===== config.mk =====
export PLATFORM = sky130hd
export DESIGN_NAME = des_round_sequencer
export DESIGN_NICKNAME = d
export VERILOG_FILES = /design/src/rtl/des_round_sequencer.sv
export SDC_FILE = /design/constraint.sdc
export NUM_CORES = 1
export LEC_CHECK = 0
export ABC_AREA = 1
export BUFFER_PORTS_ARGS = -buffer_cell sky130_fd_sc_hd__buf_2
export CAP_MARGIN = 20
export CORE_MARGIN = 4
export CORE_UTILIZATION = 25
export CTS_BUF_LIST = sky130_fd_sc_hd__clkbuf_8
export DETAILED_ROUTE_END_ITERATION = 8
export HOLD_SLACK_MARGIN = 0.05
export SYNTH_ARGS = -nofsm -noshare
export SYNTH_HDL_FRONTEND = slang
export SYNTH_SLANG_ARGS = --single-unit

===== constraint.sdc =====
create_clock -name clk -period 10.4 [get_ports clk]
set_input_delay 3.12 -clock clk [delete_from_list [all_inputs] [get_ports clk]]
set_output_delay 3.12 -clock clk [all_outputs]
set_load 0.01 [all_outputs]

===== src/rtl/des_round_sequencer.sv =====
// des_round_sequencer
// Runs the 16 Feistel rounds of DES, one round per clock, around an external
// combinational f-function. Holds the 16 round keys written by the SPI key
// loader and returns the pre-output block {R16,L16}; IP/FP are done elsewhere.

module des_round_sequencer #(
   parameter int NUM_ROUNDS = 16,
   parameter int KEY_W      = 48,
   parameter int BLK_W      = 64
) (
   input  logic                              clk,
   input  logic                              rst,
   // key loader port
   input  logic                              key_wr_en,
   input  logic [KEY_W-1:0]                  key_wr_data,
   input  logic                              key_clear,
   output logic                              key_wr_ready,
   output logic                              keys_loaded,
   output logic [$clog2(NUM_ROUNDS+1)-1:0]   key_count,
   // block input
   input  logic                              blk_valid,
   input  logic [BLK_W-1:0]                  blk_data,
   input  logic                              decrypt,
   output logic                              blk_ready,
   // f-function interface
   output logic [BLK_W/2-1:0]                round_r,
   output logic [KEY_W-1:0]                  round_key,
   input  logic [BLK_W/2-1:0]                round_f,
   // result output
   output logic                              out_valid,
   output logic [BLK_W-1:0]                  out_data,
   input  logic                              out_ready,
   // status
   output logic                              busy,
   output logic [$clog2(NUM_ROUNDS)-1:0]     round_idx
);

   localparam int HALF_W = BLK_W / 2;
   localparam int CNT_W  = $clog2(NUM_ROUNDS + 1);
   localparam int IDX_W  = $clog2(NUM_ROUNDS);
   localparam logic [IDX_W-1:0] LAST_IDX  = IDX_W'(NUM_ROUNDS - 1);
   localparam logic [CNT_W-1:0] FULL_CNT  = CNT_W'(NUM_ROUNDS);

   typedef enum logic [1:0] {
      IDLE  = 2'd0,
      ROUND = 2'd1,
      DONE  = 2'd2
   } state_t;

   state_t state_q, state_d;

   logic [KEY_W-1:0]  key_mem [NUM_ROUNDS];
   logic [HALF_W-1:0] l_q, r_q;
   logic              mode_q;
   logic [HALF_W-1:0] r_hold;
   logic [KEY_W-1:0]  key_hold;

   logic              blk_accept;
   logic              last_round;
   logic              key_write;
   logic [IDX_W-1:0]  key_sel;
   logic [KEY_W-1:0]  key_cur;
   logic [HALF_W-1:0] f_mix;

   // Key port is frozen only while rounds are consuming the store.
   assign key_wr_ready = (state_q != ROUND);
   assign keys_loaded  = (key_count == FULL_CNT);
   assign busy         = (state_q != IDLE);
   // Clear takes priority over a write in the same cycle.
   assign key_write    = key_wr_en && key_wr_ready && !key_clear && (key_count < FULL_CNT);

   // Decryption walks the schedule backwards: K16 first.
   assign key_sel = mode_q ? (LAST_IDX - round_idx) : round_idx;
   assign key_cur = key_mem[key_sel];
   assign f_mix   = l_q ^ round_f;

   // The f-function sees live state during rounds, and the last used values otherwise.
   assign round_r   = (state_q == ROUND) ? r_q     : r_hold;
   assign round_key = (state_q == ROUND) ? key_cur : key_hold;

   // State register.
   // NOTE: clocked blocks use non-blocking (<=) so every register samples pre-edge values.
   always_ff @(posedge clk or posedge rst) begin
      if (rst) state_q <= IDLE;
      else     state_q <= state_d;
   end

   // Next-state and handshake decode.
   // NOTE: every output of this block gets a default first so no latch is inferred.
   always_comb begin
      state_d    = state_q;
      blk_ready  = 1'b0;
      blk_accept = 1'b0;
      last_round = 1'b0;
      case (state_q)
         IDLE: begin
            blk_ready = keys_loaded;
            if (blk_valid && keys_loaded) begin
               blk_accept = 1'b1;
               state_d    = ROUND;
            end
         end
         ROUND: begin
            if (round_idx == LAST_IDX) begin
               last_round = 1'b1;
               state_d    = DONE;
            end
         end
         DONE: begin
            if (out_valid && out_ready) state_d = IDLE;
         end
         default: state_d = IDLE;
      endcase
   end

   // Key counter: clear and write are only honoured outside ROUND.
   always_ff @(posedge clk or posedge rst) begin
      if (rst) begin
         key_count <= '0;
      end else if (key_clear && key_wr_ready) begin
         key_count <= '0;
      end else if (key_write) begin
         key_count <= key_count + CNT_W'(1);
      end
   end

   // Round-key storage.
   // NOTE: the key array has no reset; its contents are meaningless until key_count covers them.
   always_ff @(posedge clk) begin
      if (key_write) key_mem[key_count[IDX_W-1:0]] <= key_wr_data;
   end

   // Feistel datapath, round counter and result register.
   always_ff @(posedge clk or posedge rst) begin
      if (rst) begin
         l_q       <= '0;
         r_q       <= '0;
         mode_q    <= 1'b0;
         round_idx <= '0;
         r_hold    <= '0;
         key_hold  <= '0;
         out_data  <= '0;
         out_valid <= 1'b0;
      end else begin
         case (state_q)
            IDLE: begin
               if (blk_accept) begin
                  l_q       <= blk_data[BLK_W-1:HALF_W];
                  r_q       <= blk_data[HALF_W-1:0];
                  mode_q    <= decrypt;
                  round_idx <= '0;
               end
            end
            ROUND: begin
               l_q       <= r_q;
               r_q       <= f_mix;
               round_idx <= round_idx + IDX_W'(1);
               r_hold    <= r_q;
               key_hold  <= key_cur;
               if (last_round) begin
                  // Final swap: result is {R16, L16}.
                  out_data  <= {f_mix, r_q};
                  out_valid <= 1'b1;
               end
            end
            DONE: begin
               if (out_ready) out_valid <= 1'b0;
            end
            default: ;
         endcase
      end
   end

endmodule


==> qor.csv <==
metric;value;unit
status;finished clean;
globalplace.congestion;0.802;
synthTopCellsByCount;nand2_1 (1163), nand3_1 (900), edfxtp_1 (768), inv_1 (733), dfrtp_1 (221);
yosys.area.top_type;edfxtp_1;
synth.distinct_cells;28;
totalWireLength;126;mm
num_rows;151;
slew_violations;0;
cp_slowest_cell;dfrtp_1;
clock_latency;880;ps
drive_gt1_share;13.0;%
antenna_found_initial;23;
cp-endpoint;round_key[16];
fmax;126;MHz
ctsHtreeMaxLevel;4;
track_usage;14.0;%
relSlewSlack;31.2;%
max_cap_viol_count;0;
ys_top_cells_by_area;edfxtp_1 (54%), dfrtp_1 (13%), nand3_1 (11%);
numPortBuffers;308;
drt_iter0_drc;2344;
cp-startpoint;mode_q;
fin_area;0.0497;mm²
async_flop_share;22.3;%
synth_nets;4379;
fin_nets;4665;
setup_tns;0;ps
ys.flop_type;edfxtp_1;
antenna_left;0;
die_area;0.177;mm²
crit_family;simple AND/OR/NAND/NOR gates;
rsz0062_at_grt;no;
clock_path_buffers;3;
crit_path_max_fanout;121;
hold_slack;470;ps
criticalPathCategory;flip-flop to primary output;
skew;39.8;ps
power_density;248;mW/mm²
cts_tree;built;
r2r_start;state_q[0];
postCtsHoldBufs;0;
overflow;0;
cp.required;7280;ps
start_kind;flip-flop;
cts_buffers;162;
netlist_instances;4223;
areaGrowthSynthToFinish;16.5;%
die_height;421;µm
grt_pass1_wl;191;mm
min_path_type;flip-flop to flip-flop;
worst_pin_slew;1030;ps
core_area;0.169;mm²
synth_edf_count;768;
power.total;12.3;mW
post-place-cells;6562;
worstPathCellList;nand2_8, nand2_8, buf_4, nand2_1, nand3_1, nand3_1, nand3_1, nand2_1, nand2_1, nand2_1, buf_2;
vias;30500;
worstRegToRegCells;7;
viasPerCell;4.44;
ff2ff_setup_slack;6400;ps
die_w;421;µm
layoutNonFillerInstCount;6869;
syn_area;0.0426;mm²
clk_pin_slew;60;ps
cts_setup_buffers;0;
finalHoldViolCount;0;
grt_max_degree;150;
crit_buf_inv;2;
first_pass_iters;5;
clock_sink_count;989;
syn_area_per_cell;10.1;µm²
setup_viol;0;
drc;0;
synth_most_common_cell;nand2_1;
initial_core_util;25.2;%
fin_crit_sh;76.4;%
vdd_ir_drop_max;0.000231;V
r2r_end;key_mem[15][29];
seq_area_frac_synth;67.1;%
crit_arrival;4830;ps
cp_slowest_stage_delay;790;ps
grt_pass1_vias;30100;
num_io_pins;309;
synth.top_cell.area_share;54.1;%
end_kind;primary output;
cts_root_buf;clkbuf_8;
hpwl;67.9;mm
post_cts_resized;0;
period_needed;7950;ps
placed_area;0.0465;mm²
yosys_warnings;0;
cp.depth;11;
ys_seq_elements;989;
p_leak;22.1;nW
post_drt_wl_per_cell;18.4;µm
cp_common_cell;nand2_1;
registers in the layout, indices dropped and copies added (netlist names), 4 cells and up:
register and count:
l_q 32, r_hold 32, r_q 32, round_idx 4, key_count 5, key_mem 768, out_data 64, key_hold 48
per-stage QoR:
step / setup slack, ps / utilization, %
after global placement: 3290 / 27.4
after global routing: 2130 / 29.3
after CTS: 2300 / 29.3
final: 2450 / 29.3
after floorplan: 1230 / -
after detailed placement: 3300 / 27.4
kinds of logic after synthesis:
logic type	Yosys count	synth area share, %
DFF	989	67.1
and+or+nand+nor	2174	22.3
xor gates and xnor gates	38	0.798
AOI/OAI and AO/OA	42	0.602
buffers and inverters	975	9.12
adders and majority gates	5	0.147
placed cells by master (no fill, tap or decap), types with 3 or more instances in the layout:
cell type   count
buf_12          5
inv_1         792
inv_8           4
xor2_1         33
clkinvlp_4      6
nand3_1       900
ha_1            5
nor2_4         16
inv_2           5
nand2_2         4
nand2_1      1157
o21ai_0         6
clkbuf_8      175
diode_2        11
bufinv_16       4
clkinv_1       29
nand2_8         3
nor2_1         39
nand3b_1       48
dfrtp_1       221
inv_6           3
buf_2         308
clkinv_2       11
buf_4          42
edfxtp_1      768
a31oi_1        32
where the power goes:
part	switching, mW	internal [mW]	leakage [nW]
Combinational	2.90	1.24	10.7
Sequential	0.218	4.68	9.56
Clock	1.62	1.67	1.80
Total	4.74	7.59	22.1
worst min path at each step:
stage / cells past startpoint / end / startpoint
global route: 2 / key_hold[1] / key_hold[1]
floorplan: 2 / out_data[0] / r_q[0]
detailed placement: 2 / key_hold[7] / key_hold[7]
CTS: 2 / key_hold[7] / key_hold[7]
finish: 2 / key_hold[42] / key_hold[42]
global placement: 2 / out_data[35] / out_data[35]
worst min-delay path, delay by kind of cell, from the launching register on:
| kind | cells | cell delay (ps) |
|---|---|---|
| flip-flops | 1 | 320 |
| AND/OR/NAND/NOR | 2 | 120 |
final cells by class:
| class | count | area, µm² |
|---|---|---|
| well taps | 2218 | 2780 |
| flip-flops and latches | 989 | 28600 |
| fillers | 17400 | 120000 |
| clock buffers | 175 | 2410 |
| diodes | 11 | 27.5 |
| repair buffers | 356 | 1980 |
| multi-input cells | 2259 | 10400 |
| clock inverters | 120 | 707 |
| inverters | 741 | 2800 |
per-layer routing:
layer	global-route usage (%)	up-vias	wire length (µm)
li1	-	14300	-
met1	17.2	14800	51700
met2	23.8	1140	61800
met3	2.79	264	8520
met4	5.76	4	4120
met5	0	-	27
Note: power is estimated with default switching activity, not from simulation.
